$ cat src/rtl/cpu_pkg.sv
// Shared CPU definitions: fetch state encoding, NOP word, default reset PC.
package cpu_pkg;

  typedef enum logic {StRun = 1'b0, StHalt = 1'b1} fetch_state_e;

  localparam logic [31:0] NOP_INS          = 32'h0000_0000;
  localparam logic [31:0] DEFAULT_RESET_PC = 32'h0000_0000;

  function automatic logic [31:0] word_align(input logic [31:0] addr);
    return addr & ~32'h3;
  endfunction

endpackage

$ cat src/rtl/fetch_perf_ctr.sv
// Fetch performance counters: delivered instructions and stalled RUN cycles.
module fetch_perf_ctr (
  input  logic        clk,
  input  logic        rst,
  input  logic        fetched,
  input  logic        stalled,
  output logic [31:0] perf_fetched,
  output logic [31:0] perf_stall
);

  always_ff @(posedge clk or negedge rst) begin
    if (!rst) begin
      perf_fetched <= 32'h0;
      perf_stall   <= 32'h0;
    end else begin
      if (fetched) perf_fetched <= perf_fetched + 32'd1;
      if (stalled) perf_stall   <= perf_stall + 32'd1;
    end
  end

endmodule

$ cat src/rtl/fetch_unit.sv
// Instruction-fetch stage: owns the PC, drives a synchronous ROM, feeds IF/ID.
// Optional perf counters are built when FETCH_PERF_EN is defined.
module fetch_unit
  import cpu_pkg::*;
#(
  parameter logic [31:0] RESET_PC = DEFAULT_RESET_PC,
  parameter int unsigned IMEM_AW  = 10
) (
  input  logic               clk,
  input  logic               rst,
  input  logic               stall,
  input  logic               jump_rst,
  input  logic [31:0]        jump_target,
  input  logic               halt,
  input  logic               go,
  output logic               imem_en,
  output logic [IMEM_AW-1:0] imem_addr,
  input  logic [31:0]        imem_rdata,
  output logic [31:0]        Ins_o,
  output logic [31:0]        PC_o,
  output logic               valid_o
`ifdef FETCH_PERF_EN
  ,
  output logic [31:0]        perf_fetched,
  output logic [31:0]        perf_stall
`endif
);

  fetch_state_e state_q;
  logic [31:0]  pc_q;
  logic [31:0]  resp_pc_q;
  logic         resp_v_q;
  logic [31:0]  jump_pc;
  logic [31:0]  fetch_addr;
  logic         running;

  assign jump_pc    = word_align(jump_target);
  assign running    = (state_q == StRun);
  assign fetch_addr = jump_rst ? jump_pc : pc_q;

  // ROM controls are forced low during reset so every output reads 0.
  always_comb begin
    imem_en   = rst & (jump_rst | (running & ~halt & ~stall));
    imem_addr = rst ? IMEM_AW'(fetch_addr >> 2) : '0;
    valid_o   = resp_v_q & running & ~jump_rst;
    Ins_o     = valid_o ? imem_rdata : NOP_INS;
    PC_o      = valid_o ? resp_pc_q : 32'h0;
  end

  always_ff @(posedge clk or negedge rst) begin
    if (!rst) begin
      state_q   <= StRun;
      pc_q      <= RESET_PC;
      resp_pc_q <= 32'h0;
      resp_v_q  <= 1'b0;
    end else if (jump_rst) begin
      pc_q      <= jump_pc + 32'd4;
      resp_pc_q <= jump_pc;
      resp_v_q  <= 1'b1;
    end else if (running) begin
      if (halt) begin
        // Rewind so the instruction displaced from IF/ID is refetched on resume.
        state_q  <= StHalt;
        pc_q     <= resp_pc_q;
        resp_v_q <= 1'b0;
      end else if (!stall) begin
        pc_q      <= pc_q + 32'd4;
        resp_pc_q <= pc_q;
        resp_v_q  <= 1'b1;
      end
    end else if (go && !halt) begin
      state_q <= StRun;
    end
  end

`ifdef FETCH_PERF_EN
  fetch_perf_ctr u_perf (
    .clk          (clk),
    .rst          (rst),
    .fetched      (valid_o & ~stall),
    .stalled      (stall & running),
    .perf_fetched (perf_fetched),
    .perf_stall   (perf_stall)
  );
`endif

endmodule

$ cat config.mk
export PLATFORM = sky130hd
export DESIGN_NAME = fetch_unit
export DESIGN_NICKNAME = d
export VERILOG_FILES = /design/src/rtl/cpu_pkg.sv /design/src/rtl/fetch_perf_ctr.sv /design/src/rtl/fetch_unit.sv
export SDC_FILE = /design/constraint.sdc
export NUM_CORES = 1
export LEC_CHECK = 0
export BUFFER_PORTS_ARGS = -buffer_cell sky130_fd_sc_hd__clkbuf_2
export CORE_ASPECT_RATIO = 0.75
export CORE_MARGIN = 5
export CORE_UTILIZATION = 53
export CTS_CLUSTER_SIZE = 40
export DETAILED_ROUTE_END_ITERATION = 7
export PLACE_DENSITY = 0.85
export SKIP_CTS_REPAIR_TIMING = 1
export SYNTH_ARGS = -nofsm -noshare
export SYNTH_HDL_FRONTEND = slang
export SYNTH_SLANG_ARGS = --single-unit
$ cat constraint.sdc
create_clock -name clk -period 2.4 [get_ports clk]
set_input_delay 0 -clock clk [delete_from_list [all_inputs] [get_ports clk]]
set_output_delay 0 -clock clk [all_outputs]
set_load 0.02 [all_outputs]
---- Word level (Yosys, flattened, before mapping) ----
Cells that the tools add are included.
operators by class
  bitwise gates (word level) .............. 10
  mux-type cells .......................... 19
  reductions and logical operators ........ 4
  eq/ne operators ......................... 4
  $add $sub $neg .......................... 2
operators by type and width
  operator                                       number
  two-way mux 32 bit                             10
  adder 32 x 3 -> 32 bit, second input constant  2
  two-way mux 12 bit                             1
  two-way mux 10 bit                             1
  two-way mux 1 bit                              7
  AND 1 bit                                      5
  != test 2 bit, second input constant           2
  inverter 1 bit                                 4
  != test 3 x 1 -> 1 bit, second input constant  1
  AND reduction 3 bit                            1
  != test 2 x 1 -> 1 bit, second input constant  1
  AND reduction 2 bit                            1
  logical AND 1 bit                              1
  logical NOT 1 bit                              1
  OR 1 bit                                       1
storage, ports and cells
  input bits .............................. 70
  bits in registers ....................... 66

---- Depth between registers and ports, before layout ----
Gate-level depths: netlist (run 1).
  word-level depth ........................ 5
  depth in mapped cells ................... 8
  gate-level depth less buffers ........... 6

---- Worst setup path before layout (run 1) ----
No wires, ideal clock.
  kind .................................... flip-flop to flip-flop
  start ................................... register pc_q[10]
  end ..................................... register pc_q[31]
  arrival time ............................ 1793 ps
  setup time .............................. 122 ps
  cell stages (with the launch flop) ...... 7
  slack ................................... 485 ps
  path through ............................ dfrtp_1 -> buf_2 -> nand3_4 -> nor4_4 -> nand2_1 -> or4_1 -> a32o_1
on the way
  cells in the longest elaborated chain, start to end .. 5
ends and longest elaborated chain
  item                    line              source
  start, declared         fetch_unit.sv:30  logic [31:0] pc_q;
  start signal, assigned  fetch_unit.sv:57  pc_q <= jump_pc + 32'd4;
  start signal, assigned  fetch_unit.sv:64  pc_q <= resp_pc_q;
  start signal, assigned  fetch_unit.sv:67  pc_q <= pc_q + 32'd4;
  adder 32 x 3 -> 32 bit  fetch_unit.sv:67
  two-way mux 32 bit      fetch_unit.sv:66  end else if (!stall) begin
  two-way mux 32 bit      fetch_unit.sv:61  if (halt) begin
  two-way mux 32 bit      fetch_unit.sv:60  end else if (running) begin
  two-way mux 32 bit      fetch_unit.sv:56  end else if (jump_rst) begin
Every way passes these cells. The select of a mux whose other input is x is not followed.
A chain may end at the register's enable or synchronous reset.

---- Worst setup path in the final report (run 1) ----
  start ................................... input jump_target[3]
  end ..................................... register pc_q[30]
on the way
  cells in the longest elaborated chain, start to end .. 2
ends and longest elaborated chain
  item                    line              source
  start, declared         fetch_unit.sv:13  input logic [31:0] jump_target,
  adder 32 x 3 -> 32 bit  fetch_unit.sv:57
  two-way mux 32 bit      fetch_unit.sv:56
Every way passes these cells.

==> results of run 1 <==
-- per-layer routing --
metal,vias to the layer above,track usage,share of wire
li1,2613,-,-
met3,53,0.0795,0.11
met4,0,0.0959,0.021
met1,2696,0.408,0.41
met2,399,0.465,0.46
met5,-,0,0
-- logic make-up after synthesis --
kind of cell | Yosys count | synth area share
multiplexers | 37 | 0.0725
buffers and inverters | 57 | 0.0444
adder cells (fa/ha/maj) | 2 | 0.00488
AND/OR/NAND/NOR | 295 | 0.314
flip-flops | 66 | 0.322
AO/OA/AOI/OAI | 158 | 0.205
XOR/XNOR | 22 | 0.0376
-- sequential cells by signal (all words and copies together) (netlist names) --
| register | count |
|---|---|
| pc_q | 32 |
| resp_pc_q | 32 |
| resp_v_q | 1 |
| state_q | 1 |
-- cell type report --
class,count,area (um^2),area share
Multi-Input combinational cell,514,3250,0.507
Sequential cell,66,1650,0.257
Timing Repair Buffer,180,1060,0.166
Clock buffer,10,239,0.0373
Tap cell,132,165,0.0257
Inverter,6,22.5,0.00351
Clock inverter,4,20.0,0.00312
-- worst register-to-register path, cell delays in order, from the launching register on --
cell and delay, ps:
dfrtp_1 460, ha_1 260, nand4_1 180, nor4_2 190, buf_4 270, and3_1 300, a22oi_1 90, o311ai_0 270
-- report_power, final --
part / total, W / internal [W] / switching (W) / leakage [nW]
Sequential: 0.00140 / 0.00124 / 0.000163 / 0.796
Clock: 0.00119 / 0.000707 / 0.000486 / 0.134
Combinational: 0.000959 / 0.000383 / 0.000576 / 1.87
-- final timing paths --
kind	cells after the start	slack, ps	startpoint	endpoint
hold / removal	3	-20	jump_target[23]	resp_pc_q[23]
max in group asynchronous	3	1350	rst	resp_pc_q[22]
setup / recovery	8	190	jump_target[3]	pc_q[30]
min in group asynchronous	2	250	rst	resp_pc_q[16]
hold reg to reg	1	490	resp_v_q	resp_v_q
setup reg to reg	7	270	pc_q[2]	pc_q[30]
-- through the flow --
| step | hold slack (ps) | setup slack (ps) |
|---|---|---|
| 3_5_place_dp | 77.4 | 351 |
| 4_1_cts | -286 | 344 |
| 3_3_place_gp | 49.8 | 433 |
| 5_1_grt | 5.05 | 97.8 |
| 2_1_floorplan | -296 | 485 |
| 6_report | -24.8 | 192 |
-- cells in the final DEF, fill, tap and decap left out, types with 19 or more instances in the layout --
cell type / count
a21oi_1: 23
nor3_1: 19
nand2_1: 71
nand3_1: 24
buf_4: 21
mux2i_1: 36
dfrtp_1: 66
and2_1: 70
nand4_1: 22
nor2_1: 30
clkbuf_2: 141
o21ai_0: 52
==> reports/results.txt, run 1 <==
The run finished, with violations left. The checks that failed: negative hold slack. Across the run, the number of max-cap violations was 0. The share of Yosys cell area claimed by the top area cell type works out to 0.322. The tools report the buffer cell driving the clock tree root as clkbuf_16. Counting flops with a built-in enable in the synthesized netlist gives 0. Derived from the worst setup path, the maximum achievable clock frequency is 453 MHz. In this run the vertical extent of the chip is 95.2 um.

The insertion delay of the later-clocked pin in the worst-skew pair is 340 ps, and the average vias per placed instance is 6.32. Counting both buffers and inverters, the worst setup path holds a total of 2. Summing every instance area after synthesis gives 0.00513 mm^2.

Along the worst path, the maximum fanout reaches 7. The most frequent cell after synthesis was nand2_1. TritonCTS built the clock tree. The dominant synthesized flop cell was dfrtp_1.

At the end of routability-driven placement, the weighted congestion stood at 0.920. The critical path goes through dlygate4sd3_1, clkbuf_2, ha_1, and4_1, nand4_1, o31a_1, o21ai_0, o311ai_0. The number of sinks on the clock net is 66, and the die area is 0.0118 mm^2.

The run gives 0.00954 mm^2 as the area inside the core boundary. The number of antenna violations at the first check in global routing was 0; the data arrival at the endpoint of the critical path was 2400 ps. The first routing iteration left 828 violations. The die is 124 um wide.

The total length of routed wires came out at 17,500 um. The type of the worst setup path was input port to register. The final design utilization was 0.672; the number of nets still failing antenna checks after routing was 0. The number of placed instances, taps included, is 885. Setup total negative slack on the finished layout was measured at 0 ps.

Setup violations remaining at the end of the flow were counted as 0. In the final routed layout, each cell accounts on average for 19.2 um. For the total placed instance area, the log shows 0.00603 mm^2. The floorplan has 31 rows. For the required time of the worst setup path, the log shows 2590 ps. STA classifies the critical path startpoint as an input port. After clock tree synthesis, the clock-pin slew on the worst setup and hold paths is 50 ps. On the worst path, the slowest cell contributes a delay of 540 ps. The tools report the final max-slew violation count as 0.

The run gives 27,400 um as the wire length of the first global-routing pass. The final total power was 0.00356 W; the static power due to leakage was 2.80 nW. The post-synthesis area per instance was 8.05 um^2. On the critical path, the stage with the largest delay is an instance of dlygate4sd3_1.

After synthesis the netlist holds a flip-flop and latch count of 66. The area overhead of the layout relative to synthesis is 25.1%, and the async set-or-reset flop fraction in the synthesized netlist is 1.00. The run gives 7 as the count of endpoints failing hold in the final timing report.

The number of antenna diodes was 0. The longest clock path from root to sink contains 2 buffers. For this design the ratio of total power to cell area is 554 mW/mm^2.

The net count reported at finish is 849, and the fraction of final layout cells with drive strength greater than 1 is 0.249. Synthesis produced a netlist whose cell count is 637. Subtracting the final worst setup slack from the clock period gives 2210 ps. The tools report the summed area of non-filler cells in the final layout as 0.00641 mm^2.

Dominant delay contributor by cell family on the critical path: simple AND/OR/NAND/NOR gates. The tools report the register area share after synthesis as 0.322. The run gives 0 as the remaining global-route overflow. Entering global routing, the biggest net connects 108 pins. The worst setup path is captured at a register.

The global routing usage summed across all routing layers was 0.299; the starting density of the core was 0.537. The tools report the worst IR drop on VDD as 0.461 mV. The final period utilization is 0.920, and the remaining routing DRC violations is 0. For the post-route clock skew, the log shows 6.61 ps. In this run the worst hold path is classified as input port to register. The run gives 5,761 as the detailed-route via count. The boundary pin count was 146; the total clock buffers created by CTS was 9. The run gives 62 as the number of distinct library cells after synthesis. For the count of non-filler cells in the finished layout, the log shows 912. Of all cell types, the one taking the most synthesized area is dfrtp_1.

By area the synthesized netlist is led by dfrtp_1 (32%), and2_1 (8.5%), mux2i_1 (7.0%), nand2_1 (5.2%), o21ai_0 (5.1%). After legalization and detailed placement, the total HPWL measured 12,400 um. Setup repair after global routing left no endpoint under its margin. Counting instances in the post-synthesis netlist gives the leading cell types as nand2_1 (71), and2_1 (70), dfrtp_1 (66). After filler insertion, the fill cell instance count of the layout stands at 821. The total of warnings raised by yosys is 0, and the relative slew slack is 0.534.

The minimum hold slack came out at -24.8 ps. Port buffering added 143 buffers. For the pin with the worst max-slew slack, the measured transition is 699 ps. The number of global-route vias before repair is 5,325, and the net count after synthesis is 709.

The H-tree was split into 3 levels. The pre-antenna-repair detailed-routing pass consisted of 6 iterations.
(Power assumes the default switching activity.)
==> run 2, diff against run 1 <==
--- a/config.mk
+++ b/config.mk
@@ -8,10 +8,10 @@
 export BUFFER_PORTS_ARGS = -buffer_cell sky130_fd_sc_hd__clkbuf_2
 export CORE_ASPECT_RATIO = 0.75
 export CORE_MARGIN = 5
-export CORE_UTILIZATION = 53
+export CORE_UTILIZATION = 45
 export CTS_CLUSTER_SIZE = 40
 export DETAILED_ROUTE_END_ITERATION = 7
-export PLACE_DENSITY = 0.85
+export PLACE_DENSITY = 0.78
 export SKIP_CTS_REPAIR_TIMING = 1
 export SYNTH_ARGS = -nofsm -noshare
 export SYNTH_HDL_FRONTEND = slang
==> run 2 against run 1 <==
Via count down 1.5%; combinational power down 2.8%; largest cell class unchanged; global-route usage down 3.8 points; die area up 16%; utilization down 8.7 points; the flow still finishes with violations (negative hold slack); final area up 0.60%; critical path type unchanged; total power up 6.7%; non-clock buffer count down 1.
==> reports/results.txt, run 2 (same netlist as run 1, synthesis figures left out) <==
The flow ran to the end, but the final reports show violations. The checks that failed: negative hold slack. For the number of global-route vias before repair, the log shows 5,295 (-0.56%). The number of nets still failing antenna checks after routing is 0 (unchanged), and the largest incremental delay on the critical path is 590 ps (+50 ps). The remaining routing DRC violations is 0 (unchanged), and the starting density of the core is 0.465 (-0.0723). The average vias per placed instance came out at 6.16 (-2.5%).

The signal on the critical path passes through dlygate4sd3_1, clkbuf_2, nand3_1, or3_1, buf_4, nor4_1, xnor2_1, o211ai_1. The slowest stage of the critical path is the or3_1 cell. The uppermost layer routed was met4. The static power due to leakage was 2.81 nW (+0.58%); the total of fill cells in the finished design was 974 (+19%). The run gives 17,800 um (+1.6%) as the total length of routed wires. The total clock buffers created by CTS was 9 (unchanged).

Fraction of final layout cells with drive strength greater than 1: 0.255 (+0.00608). The number of rows created at floorplan is 33 (+6.5%). Share of power burned in the clock network: 0.380 (+0.045).

The number of detailed-routing iterations run before antenna repair is 5 (-1), and the number of antenna violations at the first check in global routing is 0 (unchanged). The logs give 0.374 (-0.021) for the part of the total power dissipated in sequential elements and 706 (-15%) for the detailed router's first-iteration violation count. For the maximum operating frequency, the log shows 475 MHz (+4.8%). The required time of the worst setup path is 2610 ps (+20 ps). The buffering stage count on the worst path with inverters included is 3 (+1). The die height was 102 um (+7.6%); the data arrival at the endpoint of the critical path was 2310 ps (-90 ps). The die area came out at 0.0136 mm^2 (+16%).

The tools report the number of H-tree branching levels as 3 (unchanged). The run gives 0.246 (-0.024) as the part of the power in combinational logic. The number of max-cap violations was 0 (unchanged); the count of endpoints failing hold in the final timing report was 10 (+3). The logs give 0 (unchanged) for the remaining global-route overflow and 0.261 (-0.0377) for the global routing usage summed across all routing layers. The class of the most critical hold timing path is input port to register.

The count of non-filler cells in the finished layout is 921 (+0.99%). The logs give 0.0110 mm^2 (+16%) for the area inside the core boundary and 382 ps (+30.8 ps) for the pre-CTS setup slack. The transition time at the pin with the least slew margin was 666 ps (-32.8 ps).

The power density over cell area was 588 mW/mm^2 (+6.1%); the post-route clock skew was 6.51 ps (-0.0990 ps). The maximum buffer depth of the clock tree is 2 (unchanged), and the width of the die is 133 um (+7.8%). The number of sinks on the clock net is 66 (unchanged), and the wire length of the first global-routing pass is 28,500 um (+4.0%). The amount of wire on met3 after detailed routing was 2060 um (+3.4%). The run gives 0 (unchanged) as the number of failing setup endpoints in the final timing report. Setup repair after global routing left no endpoint under its margin. From synthesis to final layout, the design area changed by 25.9%. The clock-pin slew on the worst setup and hold paths is 60 ps (about the same), and the final critical delay including setup and external delays is 2110 ps (-101 ps). For the total placed instance area, the log shows 0.00605 mm^2 (+0.46%). Leaving out fill and tap cells, the most frequent cell in the layout is clkbuf_2. The root buffer cell chosen for the clock tree is clkbuf_16. The top fanout value on the critical path was 8 (+1). STA classifies the critical path endpoint as a register.

The sum of met2 wire segment lengths after detailed routing came out at 8000 um (+0.35%). The half-perimeter wire length after detailed placement was 13,000 um (+5.4%). The net count reported at finish is 848 (-0.12%).

Grouping stages by cell kind, the critical path spends the most delay in simple AND/OR/NAND/NOR gates. The run gives 0.00125 W (+1.9%) as the switching power of the nets. The tools report the kind of start point of the critical path as an input port. In the layout the commonest cells are clkbuf_2 (141), nand2_1 (71), and2_1 (70). The tools report the placed instance count as 897 (+1.4%).

The final design utilization is 0.585 (-0.0869). TritonCTS built the clock tree. The summed area of non-filler cells in the final layout came out at 0.00645 mm^2 (+0.60%).

Type of the worst setup path: input port to register. The worst IR drop on VDD was 0.420 mV (-8.9%); the switching part of the total was 0.329 (-0.0156). The logs give 0 (unchanged) for the final max-slew violation count and 0 (unchanged) for the number of antenna diodes.

The largest net degree at the start of global routing was 71 (-34%); the boundary pin count was 146 (unchanged). The logs give 293 ps (+101 ps) for the post-layout worst setup margin and 7400 um (+3.6%) for the sum of routed wire segments on met1. The final total negative setup slack came out at 0 ps (unchanged). The relative slew slack is 0.553 (+0.0185).

Minimum hold slack: -49.5 ps (-24.7 ps). The detailed-route via count is 5,675 (-1.5%). The routed length per instance works out to 19.3 um (+0.62%). The quantity of I/O buffers inserted on ports came out at 143 (unchanged). The final period utilization is 0.878 (-0.0420).

The largest registers in the layout are pc_q (32), resp_pc_q (32). Cell-internal power: 0.00255 W (+9.3%). For the insertion delay of the later-clocked pin in the worst-skew pair, the log shows 340 ps (about the same). The weighted congestion at the end of routability-driven global placement was 0.991 (+7.7%).
==> run 2: changes by cell type in the layout (fill, tap and decap cells not counted) <==
cell	delta
buf_12	-1
buf_4	+5
clkinv_2	-2
clkbuf_1	+1
dlygate4sd3_1	-5
clkinvlp_4	+1
bufinv_16	+2
==> run 2: worst paths after layout <==
kind / to / cells past startpoint / slack [ps] / startpoint
setup / recovery: pc_q[25] / 8 / 290 / jump_target[3]
hold reg to reg: resp_v_q / 1 / 490 / resp_v_q
min in group asynchronous: resp_pc_q[17] / 2 / 190 / rst
setup reg to reg: pc_q[20] / 7 / 320 / pc_q[2]
max in group asynchronous: resp_pc_q[29] / 3 / 1430 / rst
hold / removal: resp_pc_q[28] / 3 / -50 / jump_target[28]
==> run 2: cell type report <==
class | count | area, um^2 | area share
multi-input cells | 514 | 3250 | 0.504
flip-flops and latches | 66 | 1650 | 0.256
repair buffers | 179 | 1030 | 0.160
clock buffers | 11 | 243 | 0.0376
well taps | 140 | 175 | 0.0271
clock inverters | 5 | 77.6 | 0.0120
inverters | 6 | 22.5 | 0.00349
==> run 2: metal layers <==
metal | GRT usage | up-vias
li1 | - | 2614
met1 | 0.356 | 2666
met2 | 0.418 | 357
met3 | 0.0679 | 38
met4 | 0.0696 | 0
met5 | 0 | -
==> run 2: worst min-delay path, delay by kind of cell <==
family                 cells  cell delay, ps
buffers and inverters      1             130
AND/OR/NAND/NOR            1              60
AO/OA/AOI/OAI              1              60
==> run 2: per-stage QoR <==
step           total power [W]  hold WS, ps
2_1_floorplan          0.00196         -296
3_3_place_gp           0.00230        -13.5
3_5_place_dp           0.00234         1.75
4_1_cts                0.00378         -356
5_1_grt                0.00396        0.622
6_report               0.00380        -49.5
==> run 2: power by group through the flow <==
stage          clock network, W  registers (W)  logic (W)
3_3_place_gp                  0        0.00142   0.000881
4_1_cts                 0.00146        0.00141   0.000912
6_report                0.00144        0.00142   0.000932
3_5_place_dp                  0        0.00143   0.000908
5_1_grt                 0.00151        0.00144    0.00102
2_1_floorplan                 0        0.00135   0.000607
==> run 3, diff against run 2 <==
--- a/config.mk
+++ b/config.mk
@@ -6,12 +6,14 @@
 export NUM_CORES = 1
 export LEC_CHECK = 0
 export BUFFER_PORTS_ARGS = -buffer_cell sky130_fd_sc_hd__clkbuf_2
+export CELL_PAD_IN_SITES_DETAIL_PLACEMENT = 0
+export CELL_PAD_IN_SITES_GLOBAL_PLACEMENT = 1
 export CORE_ASPECT_RATIO = 0.75
 export CORE_MARGIN = 5
-export CORE_UTILIZATION = 45
+export CORE_UTILIZATION = 38
 export CTS_CLUSTER_SIZE = 40
 export DETAILED_ROUTE_END_ITERATION = 7
-export PLACE_DENSITY = 0.78
+export PLACE_DENSITY = 0.87
 export SKIP_CTS_REPAIR_TIMING = 1
 export SYNTH_ARGS = -nofsm -noshare
 export SYNTH_HDL_FRONTEND = slang
==> run 3 against run 2 <==
The run still ends with negative hold slack left; total power shrank 1.7%; utilization shrank 8.8 points; critical path type is now input port to output port; clock power shrank 3%; register-to-register slack lost 60 ps; hold slack gained 23 ps; sequential share of layout area shrank 0.27 points; wire length grew 0.31%; count of clock-buffer cells in the layout grew 1.
==> reports/results.txt, run 3 (same netlist as run 1, synthesis figures left out) <==
The flow ran to the end, but the final reports show violations. The checks that failed: negative hold slack. The number of antenna violations at the first check in global routing is 0 (unchanged). Top fanout value on the critical path: 50 (+42). For the count of endpoints failing hold in the final timing report, the log shows 9 (-1). The logs give 66 (unchanged) for the number of sinks on the clock net and 0 (unchanged) for the remaining routing DRC violations.

The logs give 36 (+9.1%) for the number of rows created at floorplan and 70 (-1.4%) for the largest net degree at the start of global routing. The detailed-route via count came out at 5,572 (-1.8%). The largest registers in the layout are pc_q (32), resp_pc_q (32).

The quantity of I/O buffers inserted on ports was 143 (unchanged). The average vias per placed instance is 5.82 (-5.6%), and the post-route clock skew is 7.04 ps (+0.534 ps). The total clock buffers created by CTS was 9 (unchanged). The worst setup path is launched from an input port.

Largest incremental delay on the critical path: 530 ps (-60 ps). For the number of max-cap violations, the log shows 0 (unchanged). The tools report the worst reg2reg path startpoint as pc_q[16]. Wire length of the first global-routing pass: 28,600 um (+0.36%).

Clock tree synthesis selected as its root buffer the cell clkbuf_16. The clock-pin slew on the worst setup and hold paths is 60 ps (about the same). The run gives 0.391 (-0.0739) as the starting density of the core. The final critical delay including setup and external delays is 2230 ps (+125 ps). The type of the worst setup path was input port to output port. The width of the die works out to 144 um (+8.2%). Kind of capture point of the worst setup path: an output port.

For the static power due to leakage, the log shows 2.83 nW (+0.42%). TritonCTS built the clock tree. The fraction of final layout cells with drive strength greater than 1 is 0.254 (-0.000672), and the number of global-route vias before repair is 5,452 (+3.0%). The logs give 448 MHz (-5.6%) for the maximum operating frequency and 0.0131 mm^2 (+19%) for the area inside the core boundary. The run gives 0 (unchanged) as the final max-slew violation count. The transition time at the pin with the least slew margin is 680 ps (+14.2 ps).

Maximum buffer depth of the clock tree: 2 (unchanged). For the final total power, the log shows 0.00373 W (-1.7%). The number of nets still failing antenna checks after routing was 0 (unchanged). For the minimum hold slack, the log shows -26.6 ps (+22.9 ps). The amount of wire on met3 after detailed routing is 1570 um (-24%), and the number of failing setup endpoints in the final timing report is 0 (unchanged). The worst hold path begins at jump_target[16]. The logs give 13,000 um (-0.13%) for the half-perimeter wire length after detailed placement and 525 (-26%) for the detailed router's first-iteration violation count. The tools report the global routing usage summed across all routing layers as 0.222 (-0.0396). The power density over cell area was 572 mW/mm^2 (-2.7%); the die area was 0.0159 mm^2 (+17%).

For the worst IR drop on VDD, the log shows 0.407 mV (-3.2%). The tightest min-delay check is of the input port to register type. The die height is 111 um (+8.0%), and the relative slew slack is 0.547 (-0.00605). Uppermost layer routed: met4. Traced cell by cell, the critical path runs through dlygate4sd3_1, buf_2, inv_1, buf_4, and3_2, buf_12, and2_1, clkbuf_2. Setup repair after global routing left no endpoint under its margin. The logs give 0 (unchanged) for the remaining global-route overflow and 0 ps (unchanged) for the final total negative setup slack. The sum of routed wire segments on met1 is 8040 um (+8.6%).

The required time of the worst setup path came out at 2400 ps (-210 ps). Leaving out fill and tap cells, the most frequent cell in the layout is clkbuf_2. The tools report the summed area of non-filler cells in the final layout as 0.00652 mm^2 (+1.1%). The total placed instance area was 0.00609 mm^2 (+0.56%).

The number of H-tree branching levels is 3 (unchanged), and the net count reported at finish is 854 (+0.71%). The tools report the number of antenna diodes as 0 (unchanged). The data arrival at the endpoint of the critical path came out at 2230 ps (-80 ps). The final period utilization came out at 0.930 (+0.0519). The area growth from synthesis to layout is 27.3%. Sum of met2 wire segment lengths after detailed routing: 7960 um (-0.49%). The routed length per instance works out to 18.6 um (-3.6%). Tracing the worst setup path back leads to its startpoint at jump_rst.

The run gives 0.905 (-8.8%) as the weighted congestion at the end of routability-driven global placement. Slowest stage cell on the critical path: dlygate4sd3_1. The buffering stage count on the worst path with inverters included came out at 6 (+3). The total length of routed wires was 17,800 um (+0.31%). In the layout the commonest cells are clkbuf_2 (141), nand2_1 (71), and2_1 (70). The run gives 340 ps (about the same) as the insertion delay of the later-clocked pin in the worst-skew pair. The number of detailed-routing iterations run before antenna repair came out at 5 (unchanged). The boundary pin count came out at 146 (unchanged). Grouping stages by cell kind, the critical path spends the most delay in buffers and inverters.
==> run 3: final cells by class <==
| cell class | count | area (um^2) |
|---|---|---|
| multi-input cells | 514 | 3250 |
| inverters | 6 | 22.5 |
| repair buffers | 185 | 1080 |
| clock buffers | 12 | 256 |
| well taps | 171 | 214 |
| flip-flops and latches | 66 | 1650 |
| clock inverters | 4 | 50.0 |
| fillers | 1282 | 6580 |
==> run 3: power by group <==
group	total, W	internal [W]	leakage [nW]	switching, W
clock network	0.00139	0.000860	0.145	0.000526
logic	0.000937	0.000379	1.89	0.000558
registers	0.00141	0.00124	0.796	0.000169
==> run 3: stage by stage <==
step | setup WS (ps) | instances | util | hold WS (ps)
floorplan | 485 | 637 | - | -296
global placement | 384 | 929 | 0.464 | -10.4
detailed placement | 332 | 929 | 0.464 | -1.28
CTS | 334 | 945 | 0.488 | -353
global route | 65.8 | 958 | 0.498 | 5.73
finish | 168 | 958 | 0.498 | -26.6
==> run 3: final timing paths <==
check	end	slack, ps	depth (start not counted)
worst max register to register	pc_q[29]	260	5
worst min-delay path	resp_pc_q[16]	-30	3
worst min register to register	resp_v_q	480	1
min in group asynchronous	pc_q[12]	170	2
max in group asynchronous	pc_q[25]	1400	3
worst max-delay path	PC_o[19]	170	8
==> run 3: worst register-to-register path: stages, from the launching register on <==
cell and delay [ps]:
dfrtp_1 450, nand4_1 300, nor3_1 470, nand2_1 170, a2111o_1 370, a32o_1 260
==> run 3: layer usage <==
metal	vias to the layer above	global-route usage
met1	2688	0.322
met5	-	0
met4	0	0.0583
met2	239	0.329
li1	2622	-
met3	23	0.0523
